`src/rtl/imem_loader.sv`:
```
// Boot loader: parses a CNT/payload/CHK byte stream, writes instruction words
// into the instruction memory and releases the core reset once the image verifies.
//
// state    | meaning
// ---------+--------------------------------------------------------------
// HDR_LO   | waiting for word-count low byte
// HDR_HI   | waiting for word-count high byte; range-checks the count
// DATA     | assembling little-endian words, one write per 4 bytes
// CHK      | comparing the received checksum with the running XOR
// DONE     | image verified; core released (terminal)
// ERR      | oversize count or checksum mismatch (terminal)
module imem_loader #(
    parameter int ADDR_WIDTH = 32,
    parameter int DATA_WIDTH = 32,
    parameter int ROM_SIZE   = 30
) (
    input  logic                  clk,
    input  logic                  rst_n,
    input  logic                  byte_valid_i,
    input  logic [7:0]            byte_data_i,
    output logic                  byte_ready_o,
    output logic                  we_o,
    output logic [ADDR_WIDTH-1:0] waddr_o,
    output logic [DATA_WIDTH-1:0] wdata_o,
    output logic                  done_o,
    output logic                  err_o,
    output logic                  cpu_rst_n_o
);

    localparam logic [15:0] ROM_WORDS = 16'(ROM_SIZE);

    typedef enum logic [2:0] {
        S_HDR_LO,
        S_HDR_HI,
        S_DATA,
        S_CHK,
        S_DONE,
        S_ERR
    } state_t;

    state_t                state_q, state_d;
    logic [15:0]           cnt_q, cnt_d;
    logic [15:0]           widx_q, widx_d;
    logic [1:0]            lane_q, lane_d;
    logic [7:0]            xor_q, xor_d;
    logic [23:0]           part_q, part_d;
    logic                  we_q, we_d;
    logic [ADDR_WIDTH-1:0] waddr_q, waddr_d;
    logic [DATA_WIDTH-1:0] wdata_q, wdata_d;
    logic                  done_q, done_d;
    logic                  err_q, err_d;
    logic                  ready_q, ready_d;

    logic                  accept;
    logic [15:0]           cnt_full;

    always_comb begin
        state_d  = state_q;
        cnt_d    = cnt_q;
        widx_d   = widx_q;
        lane_d   = lane_q;
        xor_d    = xor_q;
        part_d   = part_q;
        we_d     = 1'b0;
        waddr_d  = waddr_q;
        wdata_d  = wdata_q;
        accept   = byte_valid_i & ready_q;
        cnt_full = {byte_data_i, cnt_q[7:0]};

        if (accept) begin
            case (state_q)
                S_HDR_LO: begin
                    cnt_d   = {8'h00, byte_data_i};
                    xor_d   = xor_q ^ byte_data_i;
                    state_d = S_HDR_HI;
                end
                S_HDR_HI: begin
                    cnt_d = cnt_full;
                    xor_d = xor_q ^ byte_data_i;
                    if (cnt_full > ROM_WORDS) begin
                        state_d = S_ERR;
                    end else if (cnt_full == 16'd0) begin
                        state_d = S_CHK;
                    end else begin
                        state_d = S_DATA;
                    end
                end
                S_DATA: begin
                    xor_d  = xor_q ^ byte_data_i;
                    lane_d = lane_q + 2'd1;
                    case (lane_q)
                        2'd0: part_d[7:0]   = byte_data_i;
                        2'd1: part_d[15:8]  = byte_data_i;
                        2'd2: part_d[23:16] = byte_data_i;
                        default: begin
                            // Count was range-checked in HDR_HI; the index guard keeps
                            // the memory safe even if that ever changes.
                            if (widx_q < ROM_WORDS) begin
                                we_d    = 1'b1;
                                waddr_d = ADDR_WIDTH'({widx_q, 2'b00});
                                wdata_d = DATA_WIDTH'({byte_data_i, part_q});
                            end
                            widx_d = widx_q + 16'd1;
                            if (widx_q == cnt_q - 16'd1) begin
                                state_d = S_CHK;
                            end
                        end
                    endcase
                end
                S_CHK: begin
                    state_d = (byte_data_i == xor_q) ? S_DONE : S_ERR;
                end
                default: state_d = state_q;
            endcase
        end

        ready_d = (state_d != S_DONE) && (state_d != S_ERR);
        done_d  = (state_d == S_DONE);
        err_d   = (state_d == S_ERR);
    end

    always_ff @(posedge clk or negedge rst_n) begin
        if (!rst_n) begin
            state_q <= S_HDR_LO;
            cnt_q   <= '0;
            widx_q  <= '0;
            lane_q  <= '0;
            xor_q   <= '0;
            part_q  <= '0;
            we_q    <= 1'b0;
            waddr_q <= '0;
            wdata_q <= '0;
            done_q  <= 1'b0;
            err_q   <= 1'b0;
            ready_q <= 1'b0;
        end else begin
            state_q <= state_d;
            cnt_q   <= cnt_d;
            widx_q  <= widx_d;
            lane_q  <= lane_d;
            xor_q   <= xor_d;
            part_q  <= part_d;
            we_q    <= we_d;
            waddr_q <= waddr_d;
            wdata_q <= wdata_d;
            done_q  <= done_d;
            err_q   <= err_d;
            ready_q <= ready_d;
        end
    end

    assign byte_ready_o = ready_q;
    assign we_o         = we_q;
    assign waddr_o      = waddr_q;
    assign wdata_o      = wdata_q;
    assign done_o       = done_q;
    assign err_o        = err_q;
    assign cpu_rst_n_o  = done_q;

endmodule

```
`config.mk`:
```
export PLATFORM = sky130hd
export DESIGN_NAME = imem_loader
export DESIGN_NICKNAME = d
export VERILOG_FILES = /design/src/rtl/imem_loader.sv
export SDC_FILE = /design/constraint.sdc
export NUM_CORES = 1
export LEC_CHECK = 0
export CAP_MARGIN = 20
export CORE_ASPECT_RATIO = 0.6
export CORE_UTILIZATION = 59
export DETAILED_ROUTE_END_ITERATION = 6
export PLACE_DENSITY = 0.86
export RECOVER_POWER = 100
export SETUP_SLACK_MARGIN = 0.02
export SKIP_LAST_GASP = 1
export SYNTH_ARGS = -nofsm -noshare
export SYNTH_HDL_FRONTEND = slang
export SYNTH_SLANG_ARGS = --single-unit
```
`constraint.sdc`:
```
create_clock -name clk -period 5.38 [get_ports clk]
set_clock_uncertainty 0.05 [all_clocks]
set_input_delay 1.076 -clock clk [delete_from_list [all_inputs] [get_ports clk]]
set_output_delay 1.076 -clock clk [all_outputs]
set_load 0.1 [all_outputs]
```
==> summary.txt <==
Outcome
  • Status: finished clean

Yosys
  • Yosys top cell area share: 0.5449
  • Syn Inst Count: 473
  • Post-synthesis xor/xnor area fraction: 0.07566
  • Synth cell count leaders: 121 x dfrtp_1, 69 x mux2_2, 44 x nand2_1
  • Mean Syn Cell Area: 11.75 sq um
  • Dominant cell by count in the synthesized netlist: dfrtp_1
  • Leading post-synthesis cells by cell area: dfrtp_1 54%, mux2_2 14%, xnor2_1 4.7%
  • Mux cell area share after synthesis: 0.1434
  • Post-synth cell types: 49
  • Yosys warning total: 0
  • Synth Register Bits: 121
  • Synth Area in Adders: 0.01576
  • Compound-gate portion of the synthesized area: 0.04571
  • Post-Synth Simple-Gate Area: 0.1229
  • Predominant post-synthesis flop cell: dfrtp_1
  • Area of the mapped netlist: 5557 sq um
  • Number of flops mapped to enable cells by yosys: 0
  • Sequential area share after synthesis: 0.5449
  • Async SR Flop Fraction: 1.000
  • Largest family of logic cells by synthesized area: multiplexers
  • Synth area leader: dfrtp_1

Final layout
  • N_diodes: 0
  • Area growth syn-to-layout: 22.25%
  • Fin util: 0.7420
  • Sequential cell area: 3028 sq um
  • FILL cells: 590
  • Share of post-route cells with drive strength above 1: 0.1937
  • Multi-input gate area: about 2300 sq um
  • # nets final: approximately 550

Place
  • Placer Congestion: approximately 0.84
  • I/O Buffers: 63
  • Final HPWL DP: 7.638 mm

Route
  • Pre-antenna DRT Iters: 4
  • Vias per std cell: 5.491
  • WL per Instance: 17.57 um
  • Final wirelength: 11.81 mm
  • Vias post-DR: 3690
  • Final ANT Viol Nets: 0
  • DRC violation total after the first TritonRoute iteration: 271
  • Drt drc: 0

Setup path
  • Crit Path Max Fanout: 10
  • Crit path DAT: between 3 and 4 ns
  • Req. time, crit path: between 5 and 6 ns
  • WS Path Type: input pin to flop
  • Startpoint type of the worst setup path: input pin
  • Setup crit end kind: flop

Clock network
  • PostCTS Resize Cnt: 0
  • Clk root buf: clkbuf_16
  • Clock tree from TritonCTS: built
  • CTS hold repair buffers: 0
  • Clock latency on the worst-skew pair: between 0.4 and 0.5 ns
  • Postcts setup bufs: 0
  • Clock edge transition at the registers on the reported setup and hold paths: 0.06 ns
  • H-Tree Level Count: 4
  • CTS Sinks: about 120
  • Num CTS Buffers: 17
  • CTS Buffer Depth: 2

Timing
  • Hold Fails Final Rpt: 0
  • Unrepaired setup endpoints after global routing: no
  • Setup_tns: 0 ns
  • Max-slew violations: 0
  • Final setup viols: 0
  • Crit share post-route: 0.6075
  • Worst-margin pin slew: 1.277 ns
  • Max-slew headroom: 0.1488
  • Fmax: 305.9 MHz
  • Final Critical Period: 3.269 ns

GRT
  • GRT overflow: 0
  • Tot GR Track Use: 0.2716
  • Largest net degree at the start of global routing: 85
  • Initial antenna violation count: 0
  • First-pass GRT wire length: 19.75 mm
  • Vias in the first global route: 3765

Floorplanning
  • Starting Density: 0.6069
  • Core footprint: roughly 9200 sq um
  • Io pins: 80
  • Die W: 127.3 um
  • Die height: 77.17 um
  • DIE AREA: 9823 sq um
  • FP Rows: 27

Min path
  • Hold Path Class: flop to flop

Pwr
  • Leak: about 3.4 nW
  • Max IR drop VDD: between 0.0002 and 0.00025 V
  • Power Density: ~380 nW/um^2

Run
  • Number of max-cap violations: 0
final timing paths:
path | startpoint | end | slack, ns | cells past startpoint
max | byte_valid_i | wdata_o[11] | 2.11 | 6
min | xor_q[2] | xor_q[2] | 0.44 | 1
max reg2reg | cnt_q[0] | state_q[0] | 2.69 | 8
min reg2reg | xor_q[2] | xor_q[2] | 0.44 | 1
max in group asynchronous | rst_n | waddr_o[3] | 2.98 | 3
min in group asynchronous | rst_n | wdata_o[12] | 0.88 | 1
registers in the layout, summed over array words and instances, names as in the netlist:
signal,count
lane_q,2
cnt_q,16
byte_ready_o,1
widx_q,16
err_o,1
waddr_o,16
wdata_o,32
xor_q,8
part_q,24
state_q,3
we_o,1
cpu_rst_n_o,1
critical path, cell delays in order:
cell           delay [ns]
dlygate4sd3_1        0.54
and3b_1              0.34
nand3_1              0.30
nor3_1               0.32
clkbuf_1             0.52
mux2_2               0.41
final cells by class:
class                           instances  area share
Clock buffer                           25     0.07589
Tap cell                              130     0.02395
Multi-Input combinational cell        313      0.3378
Timing Repair Buffer                   67     0.09873
Sequential cell                       121      0.4458
Inverter                                9    0.004973
Clock inverter                          7     0.01289
placed cells by master, fill, tap and decap left out, types with 6 or more instances in the layout:
cell,netlist,routed
clkbuf_8,0,6
nor2b_1,16,16
dlygate4sd3_1,0,55
xor2_1,18,18
nand4_1,6,6
dfrtp_1,121,121
inv_1,9,9
clkbuf_16,0,17
nor3_1,9,9
conb_1,1,16
clkdlybuf4s50_1,0,7
xnor2_1,30,30
ha_1,7,7
nor4_1,7,7
mux2_2,69,67
nor2_1,19,19
o21ai_0,18,18
nand3_1,10,10
nand2_1,44,44
per-layer routing:
layer / up-vias / global-route usage / wire (um)
met5: - / 0 / 0
met4: 0 / 0.09643 / 138
met3: 15 / 0.09979 / 913
met2: 127 / 0.3847 / 5257
met1: 1858 / 0.3829 / 5499
li1: 1690 / - / -
metrics by stage:
step	setup slack, ns	hold slack (ns)	cell area [sq um]	total power, W	instances
4_1_cts	2.287	0.4421	6785	0.002596	671
3_3_place_gp	1.964	0.4278	6182	0.001435	639
5_1_grt	1.973	0.4551	6793	0.002690	672
6_report	2.111	0.4390	6793	0.002579	672
2_1_floorplan	2.515	0.4083	5613	0.001367	488
3_5_place_dp	1.907	0.4314	6182	0.001453	639
cells by family (layout without fill, tap and decap cells):
group,Yosys count,after routing
xor+xnor,48,48
compound gates,39,39
simple gates,132,132
fa+ha+maj,7,7
flops,121,121
mux,71,71
other cells,1,16
buf+inv,54,108
power breakdown:
part	switching [W]	total, W	internal, W
Sequential	0.0000869	0.00107	0.000982
Clock	0.000382	0.00113	0.000752
Combinational	0.000240	0.000376	0.000136
Total	0.000709	0.00258	0.00187
Power figures use the tool's default switching activity.
